## src/rtl/key_history_display_ctrl.sv

```systemverilog
// Two-entry key history driving one shared seven-segment decoder across two digits,
// with a blanking gap between digits. Optional macro: BLANK_UNWRITTEN_EN.
module key_history_display_ctrl #(
  parameter int MUX_DIV     = 48_000,
  parameter int DEAD_CYCLES = 480
) (
  input  logic       clk,
  input  logic       reset,
  input  logic       key_valid,
  input  logic [3:0] key_code,
  output logic [3:0] seg_sel,
  output logic [1:0] digit_en,
  output logic       key_accepted
);

  localparam int CNT_MAX = (MUX_DIV > DEAD_CYCLES) ? MUX_DIV : DEAD_CYCLES;
  localparam int CW      = $clog2(CNT_MAX + 1);
  localparam logic [CW-1:0] SHOW_LAST = CW'(MUX_DIV - 1);
  localparam logic [CW-1:0] GAP_LAST  = CW'((DEAD_CYCLES > 0) ? DEAD_CYCLES - 1 : 0);
  localparam bit HAS_GAP = (DEAD_CYCLES > 0);

  typedef enum logic [1:0] {
    SHOW0 = 2'd0,
    GAP0  = 2'd1,
    SHOW1 = 2'd2,
    GAP1  = 2'd3
  } state_t;

  state_t        state_q, state_d;
  logic [CW-1:0] cnt_q, cnt_d;
  logic [3:0]    hist0_q, hist0_d, hist1_q, hist1_d;
  logic [3:0]    seg_sel_q, seg_sel_d;
  logic [1:0]    digit_en_q, digit_en_d;
  logic          key_accepted_q, key_accepted_d;
`ifdef BLANK_UNWRITTEN_EN
  logic          wr0_q, wr0_d, wr1_q, wr1_d;
`endif

  always_comb begin
    hist0_d        = hist0_q;
    hist1_d        = hist1_q;
    key_accepted_d = key_valid;
`ifdef BLANK_UNWRITTEN_EN
    wr0_d = wr0_q;
    wr1_d = wr1_q;
`endif
    if (key_valid) begin
      hist1_d = hist0_q;
      hist0_d = key_code;
`ifdef BLANK_UNWRITTEN_EN
      wr1_d = wr0_q;
      wr0_d = 1'b1;
`endif
    end
  end

  always_comb begin
    state_d = state_q;
    cnt_d   = cnt_q + CW'(1);
    case (state_q)
      SHOW0: if (cnt_q == SHOW_LAST) begin
        cnt_d   = '0;
        state_d = HAS_GAP ? GAP0 : SHOW1;
      end
      GAP0: if (cnt_q == GAP_LAST) begin
        cnt_d   = '0;
        state_d = SHOW1;
      end
      SHOW1: if (cnt_q == SHOW_LAST) begin
        cnt_d   = '0;
        state_d = HAS_GAP ? GAP1 : SHOW0;
      end
      GAP1: if (cnt_q == GAP_LAST) begin
        cnt_d   = '0;
        state_d = SHOW0;
      end
      default: begin
        cnt_d   = '0;
        state_d = SHOW0;
      end
    endcase
  end

  // Next history values feed the display so a fresh key shows on the very next cycle.
  always_comb begin
    digit_en_d = 2'b00;
    seg_sel_d  = seg_sel_q;
    case (state_q)
      SHOW0: begin
        seg_sel_d = hist0_d;
`ifdef BLANK_UNWRITTEN_EN
        digit_en_d = {1'b0, wr0_d};
`else
        digit_en_d = 2'b01;
`endif
      end
      SHOW1: begin
        seg_sel_d = hist1_d;
`ifdef BLANK_UNWRITTEN_EN
        digit_en_d = {wr1_d, 1'b0};
`else
        digit_en_d = 2'b10;
`endif
      end
      default: ;
    endcase
  end

  always_ff @(posedge clk or posedge reset) begin
    if (reset) begin
      state_q        <= SHOW0;
      cnt_q          <= '0;
      hist0_q        <= 4'h0;
      hist1_q        <= 4'h0;
      seg_sel_q      <= 4'h0;
      digit_en_q     <= 2'b00;
      key_accepted_q <= 1'b0;
    end else begin
      state_q        <= state_d;
      cnt_q          <= cnt_d;
      hist0_q        <= hist0_d;
      hist1_q        <= hist1_d;
      seg_sel_q      <= seg_sel_d;
      digit_en_q     <= digit_en_d;
      key_accepted_q <= key_accepted_d;
    end
  end

`ifdef BLANK_UNWRITTEN_EN
  always_ff @(posedge clk or posedge reset) begin
    if (reset) begin
      wr0_q <= 1'b0;
      wr1_q <= 1'b0;
    end else begin
      wr0_q <= wr0_d;
      wr1_q <= wr1_d;
    end
  end
`endif

  assign seg_sel      = seg_sel_q;
  assign digit_en     = digit_en_q;
  assign key_accepted = key_accepted_q;

endmodule

```

## config.mk

```make
export PLATFORM = sky130hd
export DESIGN_NAME = key_history_display_ctrl
export DESIGN_NICKNAME = d
export VERILOG_FILES = /design/src/rtl/key_history_display_ctrl.sv
export SDC_FILE = /design/constraint.sdc
export NUM_CORES = 1
export LEC_CHECK = 0
export BUFFER_PORTS_ARGS = -buffer_cell sky130_fd_sc_hd__buf_2
export CORE_MARGIN = 2
export CORE_UTILIZATION = 24
export DETAILED_ROUTE_END_ITERATION = 16
export SETUP_SLACK_MARGIN = 0.02
export SLEW_MARGIN = 15
export SYNTH_ARGS = -nofsm -noshare
export SYNTH_HDL_FRONTEND = slang
export SYNTH_SLANG_ARGS = --single-unit
```

## constraint.sdc

```tcl
create_clock -name clk -period 3.7 [get_ports clk]
set_clock_uncertainty 0.05 [all_clocks]
set_input_delay 0.185 -clock clk [delete_from_list [all_inputs] [get_ports clk]]
set_output_delay 0.185 -clock clk [all_outputs]
set_load 0.02 [all_outputs]
```

==> results of run 1 <==
==> state kept, by name (all words and copies together), names as in the netlist <==
register,flops
seg_sel,4
hist0_q,4
cnt_q,16
key_accepted,1
digit_en,2
state_q,2
hist1_q,4
==> worst paths after layout <==
check,endpoint,cells past startpoint
setup / recovery,cnt_q[11],5
hold / removal,key_accepted,1
setup reg to reg,cnt_q[11],5
hold reg to reg,cnt_q[0],1
max in group asynchronous,cnt_q[11],4
min in group asynchronous,hist0_q[0],4
==> per-layer routing <==
layer	up-vias	share of wire
met5	-	0
met4	0	0.029
met3	7	0.032
met2	13	0.45
met1	503	0.49
li1	485	-
==> layout by cell type (no fill, tap or decap), types with 5 or more instances in the layout <==
master / synthesis / layout
buf_2: 2 / 13
clkbuf_8: 0 / 7
dfrtp_1: 33 / 33
ha_1: 6 / 6
mux2_2: 9 / 9
nand2_1: 7 / 7
nand3_1: 5 / 5
nand4_1: 5 / 5
nor2_1: 13 / 13
o21ai_0: 6 / 6
xor2_1: 9 / 9
==> power breakdown <==
group	switching (mW)	total (mW)	leakage [nW]	internal (mW)
Clock	0.133	0.301	0.0542	0.168
Sequential	0.00575	0.382	0.412	0.376
Combinational	0.0244	0.0433	0.370	0.0189
Total	0.163	0.727	0.836	0.563
==> final cells by class <==
type | instances | share of cell area
timing repair buffer | 15 | 0.04606
clock buffer | 7 | 0.05373
sequential | 33 | 0.4606
multi-input combinational | 88 | 0.3747
clock inverter | 1 | 0.002791
tap | 77 | 0.05373
inverter | 4 | 0.008374
==> cells by family after synthesis <==
logic type | Yosys count
AO/OA/AOI/OAI | 12
AND/OR/NAND/NOR | 44
XOR/XNOR | 12
buffers and inverters | 10
multiplexers | 14
flip-flops | 33
adder cells (fa/ha/maj) | 6
==> stage by stage <==
step,instances,util
after global routing,225,0.2856
after detailed placement,216,0.2679
after global placement,216,0.2679
after floorplan,131,-
final,225,0.2856
after CTS,225,0.2856
==> timing repair <==
| action | CTS | global route |
|---|---|---|
| resized for setup | 0 | 0 |
| hold endpoints to repair | 33 | 0 |
| endpoints found under the setup margin | 0 | 0 |
| hold buffers | 1 | 0 |
==> results.cfg, run 1 <==
[outcome]
outcome = complete, no violations

[final_layout]
fill_cells = 669
n_antenna_cell = 0
nets = 160
fin_area_sq_um = 1793
seq_area_sq_um = 825.8
multi_input_area_sq_um = 671.9
area_growth_pct = 15.75
drive_gt1_frac = 0.2703

[sta]
max_freq_ghz = 0.5081
slew_headroom = 0.5483
fin_setup_tns_ns = 0
period_share = 0.5319
holdWs_ns = 0.08177
rsz0062_at_grt = no
layout_min_cycle_time_ns = 1.968
drv_slew = 0
tightest_slew_ns = 0.6644
hold_violations = 0
setup_viol = 0
timing.final.ws_setup_ns = 1.732

[routing]
drt_pass1_iterations = 4
vias = 1008
vias_per_cell = 4.480
wirelength_mm = 2.733
ant_nets = 0
drtIter0Drc = 68
drc = 0
wl_per_cell_um = 12.15

[global_route]
grt_pass1_vias = 1004
use_met2 = 0.1342
grtUsageMet3 = 0.02360
antenna_found_initial = 0
gr-max-usage-layer = met2
grt_use_met1 = 0.1055
grt-ovfl-total = 0
grt_usage = 0.08645
grt_pass1_wl_mm = 4.747
grt_max_degree = 34

[floorplan]
dieArea_sq_um = 7112
core-area_sq_um = 6277
rows = 29
start_util = 0.2468
die_y_um = 84.34
io_pins = 14
die_w_um = 84.34

[pwr]
ir_drop_uv = 203.8
p_leak_nw = 0.8363
power.total_mw = 0.7267
power.density_nw_per_um2 = 405.3

[setup_path]
path_cells = ha_1 > and4bb_2 > nand4b_1 > mux2i_2 > nor2_1
required_ns = 3.79
rr_startpoint = cnt_q[0]
cp.arrival_ns = 2.06
worstPathMaxFanout = 12
startpoint_type = flip-flop
crit_path_start = cnt_q[0]
crit_path_end_kind = flip-flop
path_buf_inv = 0
worst-r2r-setup-slack_ns = 1.73
critPathTopFamily = simple AND/OR/NAND/NOR gates
crit_slowest_cell = mux2i_2
critPathKind = flip-flop to flip-flop
max_stage_delay_ns = 0.59

[logic_synthesis]
synth_cell_types = 34
synth_top_family_by_area = simple AND/OR/NAND/NOR gates
yosysMostFrequentCell = dfrtp_1
syn_area_sq_um = 1549
async_reset_ff_frac = 1.000
synth-compound-area-share = 0.05089
synth_commonest_cells = dfrtp_1, nor2_1, mux2_2, xor2_1, nand2_1
synthSimpleGateAreaFrac = 0.1664
ys_ff_latch = 33
yosysTopAreaCell = dfrtp_1
synth_edf_count = 0
synth_xor_area_frac = 0.06785
synth_seq_area_share = 0.5331
synthAdderAreaFrac = 0.04847
synth.avg_cell_area_sq_um = 11.82
synthesis.nets = 144
synth_area_leaders = dfrtp_1, mux2_2, xor2_1, ha_1, nor2_1
muxShareOfSynthArea = 0.1002
ys.flop_type = dfrtp_1
yosysTopAreaCellShare = 0.5331
ys.warnings.count = 0
synthCells = 131

[worst_hold_path]
min_from = key_valid
hp-class = input port to flip-flop

[clocking]
clkTransAtPathRegs_ns = 0.06
cts_tree = built
cts_made_buffers = 5
h-tree-depth = 2
clockBufferDepth = 2
post-cts-setup-buffers = 0
clock_sinks = 33
cts_root_buffer = clkbuf_8
insertion_delay_ns = 0.29

[placement]
portBuffers = 13
place_congestion = 0.7936
postPlaceCellArea_sq_um = 1682
place_worst_setup_slack_ns = 1.725
hpwl_mm = 1.889

[run]
maxCapViolCount = 0
Power figures use the tool's default switching activity.
==> inputs of run 2 (changes only) <==
ABC_AREA = 1   (was default)
clock period = 2.05 ns   (was 3.7 ns; I/O delays follow)
==> run 2 against run 1 <==
Wire length increased by 20%. Global-route usage increased by 1.1 points. Clock-buffer cell count decreased by 1. Core utilization increased by 1.1 points. Power increased by 93%.
==> results.cfg, run 2 <==
[setup_path]
rr_startpoint = state_q[0]
required_ns = 2.17
critPathKind = flip-flop to flip-flop
startpoint_type = flip-flop
path_cells = inv_1 > ha_1 > inv_1 > nand2_1 > inv_1 > a22oi_1 > o21ai_0
worst-r2r-setup-slack_ns = 0.51
crit_slowest_cell = dfrtp_1
crit_path_frequent_cell = inv_1
crit_path_end_kind = flip-flop
reg2reg_depth = 7
cp.arrival_ns = 1.67
max_stage_delay_ns = 0.41
worstPathMaxFanout = 7
r2r_end = seg_sel[1]

[logic_synthesis]
async_reset_ff_frac = 1.000
synth_xor_area_frac = 0.04619
synth_top_family_by_area = simple AND/OR/NAND/NOR gates
syn_area_sq_um = 1707
synth_area_leaders = dfrtp_1, nand2_1, nor2_1, inv_1, ha_1
synthCells = 210
muxShareOfSynthArea = 0
synth.avg_cell_area_sq_um = 8.127
synthAdderAreaFrac = 0.04399
synth_edf_count = 0
yosysMostFrequentCell = nand2_1
ys.warnings.count = 0
synth_commonest_cells = nand2_1, dfrtp_1, nor2_1
yosysTopAreaCell = dfrtp_1
synth_cell_types = 27
synthSimpleGateAreaFrac = 0.2683
synth_seq_area_share = 0.4839
yosysTopAreaCellShare = 0.4839
ys_ff_latch = 33
synth-compound-area-share = 0.08578
ys.flop_type = dfrtp_1
synthesis.nets = 223

[pwr]
power.total_mw = 1.400
ir_drop_uv = 232.1
p_leak_nw = 0.9537
power.share.sequential = 0.487
power.density_nw_per_um2 = 690.9
p_clk_frac = 0.462
power_frac_comb = 0.051
p_sw_frac = 0.2193
power.switching_mw = 0.3071
p_int_mw = 1.093

[clocking]
post-cts-setup-buffers = 0
h-tree-depth = 2
cts_resized = 0
cts_root_buffer = clkbuf_8
clockBufferDepth = 2
clkTransAtPathRegs_ns = 0.07
cts_tree = built
cts_made_buffers = 5
insertion_delay_ns = 0.29
clock_sinks = 33

[placement]
hpwl_mm = 2.459
place_congestion = 0.8222
portBuffers = 13
place_inst = 319
place_worst_setup_slack_ns = 0.4773

[run]
maxCapViolCount = 0

[final_layout]
final_cell_mix = nand2_1, dfrtp_1, nor2_1, inv_1, a21oi_1
area_growth_pct = 18.77
n_antenna_cell = 0
fill_cells = 766
drive_gt1_frac = 0.1595
multi_input_area_sq_um = 758.2
seq_area_sq_um = 825.8
nets = 244
mostFrequentLayoutCell = nand2_1
largest_reg_flops = 16
fin_cells = 328
largest_register = cnt_q

[sta]
tightest_slew_ns = 0.3854
timing.final.ws_setup_ns = 0.5080
hold_violations = 0
setup_viol = 0
drv_slew = 0
period_share = 0.7522
max_freq_ghz = 0.6485
layout_min_cycle_time_ns = 1.542
fin_setup_tns_ns = 0
slew_headroom = 0.7431
rsz0062_at_grt = no

[outcome]
outcome = complete, no violations

[routing]
wl_per_cell_um = 9.991
drtIter0Drc = 96
ant_nets = 0
vias = 1349
drt_pass1_iterations = 4
vias_per_cell = 4.113
drc = 0
wirelength_mm = 3.277

[floorplan]
core-area_sq_um = 6832
die_y_um = 88.33
dieArea_sq_um = 7801
start_util = 0.2498
io_pins = 14
die_w_um = 88.33
rows = 30

[global_route]
grt_pass1_vias = 1348
grt_max_degree = 31
grt_usage = 0.09773
antenna_found_initial = 0
grt-ovfl-total = 0
grt_pass1_wl_mm = 5.865

[worst_hold_path]
min_from = key_code[3]
min_to = hist0_q[3]
hp-class = input port to flip-flop
holdPathStages = 3
[run 2: kinds of logic after synthesis]
family	after synthesis
buf+inv	32
compound gates	26
flops	33
xor+xnor	9
simple gates	104
fa+ha+maj	6
[run 2: worst max path at each step]
stage               startpoint          to  slack (ns)  cells past startpoint
finish              state_q[0]  seg_sel[1]        0.51                      7
global route        state_q[0]  seg_sel[1]        0.31                      7
CTS                 state_q[0]  seg_sel[1]        0.47                      7
detailed placement  state_q[0]  seg_sel[1]        0.48                      7
global placement    state_q[0]  seg_sel[1]        0.51                      7
floorplan           state_q[1]  state_q[0]        0.56                      8
[run 2: power by group through the flow]
| stage | clock network (mW) | logic (mW) | registers, mW |
|---|---|---|---|
| after floorplan | 0 | 0.0361 | 0.704 |
| after global placement | 0 | 0.0711 | 0.694 |
| after detailed placement | 0 | 0.0723 | 0.695 |
| after CTS | 0.666 | 0.0739 | 0.682 |
| after global routing | 0.696 | 0.0840 | 0.684 |
| final | 0.646 | 0.0718 | 0.682 |
[run 2: area by class of cell]
cell class / count / area share
multi-input cells: 145 / 0.3741
inverters: 30 / 0.05556
repair buffers: 16 / 0.04444
clock inverters: 2 / 0.01852
well taps: 96 / 0.05926
flip-flops and latches: 33 / 0.4074
clock buffers: 6 / 0.04074
[run 2: metal layers]
metal	vias to the layer above	share of wire	wire length, um	global-route usage
met5	-	0	0	0
met4	0	0.021	68	0.04132
met3	6	0.023	76	0.03078
met2	7	0.48	1565	0.1620
met1	634	0.48	1567	0.1172
li1	702	-	-	-
[run 2: critical path: cells and delay by family, from the launching register on]
kind	cells	cell delay, ns
buffers and inverters	3	0.29
DFF	1	0.41
adders and majority gates	1	0.30
and+or+nand+nor	1	0.09
AOI/OAI and AO/OA	2	0.28
[run 2: metrics by stage]
step | instance area (sq um) | hold WS, ns | util
finish | 2027 | 0.01377 | 0.2967
global placement | 1897 | -0.06639 | 0.2777
floorplan | 1707 | 0.08393 | -
global route | 2027 | 0.02860 | 0.2967
detailed placement | 1897 | -0.06576 | 0.2777
CTS | 2027 | 0.009637 | 0.2967
[run 2: what timing repair did]
| action | 4_1_cts | 5_1_grt |
|---|---|---|
| setup endpoints to repair | 0 | 0 |
| hold buffers | 1 | 0 |
| endpoints found under the hold margin | 33 | 0 |
==> inputs of run 3 (changes only) <==
clock period = 1.3 ns   (was 2.05 ns; I/O delays follow)
==> run 3 against run 2 <==
The run now ends with negative setup slack left. Sequential cell count unchanged. Fmax increased by 12%. Combinational power increased by 64%. First-iteration DRC count decreased by 26%. Critical path type unchanged. Clock-buffer cell count unchanged. Sequential share of layout area decreased by 5.6 points. Global-route usage increased by 0.93 points.
==> results.cfg, run 3 (same netlist as run 2, synthesis figures left out) <==
[outcome]
outcome = finished, violations left
violations = negative setup slack

[setup_path]
crit_path_start = state_q[1]
worstPathMaxFanout = 4
critPathKind = flip-flop to flip-flop
crit_path_end_kind = flip-flop
critPathTopFamily = flip-flops
rr_startpoint = state_q[1]
cp.arrival_ns = 1.49
required_ns = 1.42
path_cells = buf_4 > ha_4 > or2_2 > nand3_1 > nand2_1
startpoint_type = flip-flop
crit_slowest_cell = dfrtp_2
path_buf_inv = 1
max_stage_delay_ns = 0.46

[global_route]
grt_usage = 0.1070
antenna_found_initial = 0
grt-ovfl-total = 0
grt_pass1_wl_mm = 6.520
grt_max_degree = 34
grt_pass1_vias = 1430

[pwr]
power.density_nw_per_um2 = 826.2
ir_drop_uv = 619.5
p_leak_nw = 1.091

[clocking]
cts_root_buffer = clkbuf_8
cts_tree = built
cts_made_buffers = 5
clkTransAtPathRegs_ns = 0.07
insertion_delay_ns = 0.28
clockBufferDepth = 2
clock_sinks = 33
h-tree-depth = 2

[routing]
vias_per_cell = 4.107
drc = 0
drtIter0Drc = 71
wirelength_mm = 3.720
drt_pass1_iterations = 4
ant_nets = 0
wl_per_cell_um = 10.45
vias = 1462

[placement]
portBuffers = 13
hpwl_mm = 2.569
place_congestion = 0.8673

[final_layout]
nets = 273
final_cell_mix = nand2_1, buf_4, dfrtp_1, inv_1, nor2_1
fill_cells = 730
area_growth_pct = 39.74
largest_register = cnt_q
largest_reg_flops = 16
fin_util = 0.3491
n_antenna_cell = 0
drive_gt1_frac = 0.3923
mostFrequentLayoutCell = nand2_1

[floorplan]
io_pins = 14
die_w_um = 88.33
core-area_sq_um = 6832
dieArea_sq_um = 7801
die_y_um = 88.33
rows = 30
start_util = 0.2498

[sta]
timing.final.ws_setup_ns = -0.07390
period_share = 1.057
max_freq_ghz = 0.7279
slew_headroom = 0.7190
hold_violations = 0
drv_slew = 0
setup_viol = 7
layout_min_cycle_time_ns = 1.374
fin_setup_tns_ns = -0.1324
tightest_slew_ns = 0.4215
rsz0062_at_grt = yes

[worst_hold_path]
hp-class = input port to flip-flop
min_from = key_code[0]

[run]
maxCapViolCount = 0
==> run 3: changes by cell type in the layout (fill, tap and decap cells not counted), sizes merged <==
cell,delta
nand2,+1
buf,+26
dlygate4sd3,+2
bufinv,-1
==> run 3: through the flow <==
| stage | cells | hold WS (ns) | setup WS, ns | area [sq um] | power (mW) |
|---|---|---|---|---|---|
| 3_5_place_dp | 338 | 0.1303 | -0.05952 | 2062 | 1.210 |
| 4_1_cts | 352 | 0.001119 | 0.001095 | 2282 | 2.002 |
| 2_1_floorplan | 210 | 0.04643 | 0.0008421 | 1729 | 1.168 |
| 5_1_grt | 356 | 0.03342 | -0.1406 | 2385 | 2.064 |
| 6_report | 356 | 0.006139 | -0.07390 | 2385 | 1.970 |
| 3_3_place_gp | 338 | 0.1264 | -0.04853 | 2062 | 1.207 |
==> run 3: cell type report <==
type | instances | area, sq um | area share
Multi-Input combinational cell | 146 | 914.6 | 0.3835
Sequential cell | 33 | 837.1 | 0.3510
Timing Repair Buffer | 44 | 305.3 | 0.1280
Tap cell | 96 | 120.1 | 0.05037
Inverter | 30 | 117.6 | 0.04932
Clock buffer | 6 | 82.58 | 0.03463
Clock inverter | 1 | 7.507 | 0.003148
==> run 3: repair_timing <==
action	4_1_cts	5_1_grt
hold buffers	3	0
hold endpoints to repair	35	0
cloned	1	0
gates resized for setup	26	21
endpoints found under the setup margin	15	20
buffers inserted	3	4
pin swaps	10	7
==> run 3: tightest hold or removal path, stage by stage <==
cell     delay [ns]
buf_2          0.08
nand2_1        0.04
o21ai_0        0.10
==> run 3: path summary, 6_finish.rpt <==
check / end / slack [ns] / cells after the start
max reg2reg: state_q[0] / -0.07 / 5
min reg2reg: seg_sel[3] / 0.45 / 2
min in group asynchronous: digit_en[1] / 0.38 / 4
max: state_q[0] / -0.07 / 5
min: hist0_q[0] / 0.006 / 3
max in group asynchronous: cnt_q[10] / 0.49 / 4
==> run 3: where the power goes <==
| part | internal [mW] | switching [mW] |
|---|---|---|
| Combinational | 0.0410 | 0.0768 |
| Sequential | 1.06 | 0.0125 |
| Clock | 0.418 | 0.358 |
==> run 3: routing by layer <==
layer	global-route usage	wire length (um)	vias up
met5	0	0	-
met3	0.02519	73	5
met1	0.1439	1861	687
li1	-	-	756
met2	0.1716	1738	14
met4	0.03306	47	0
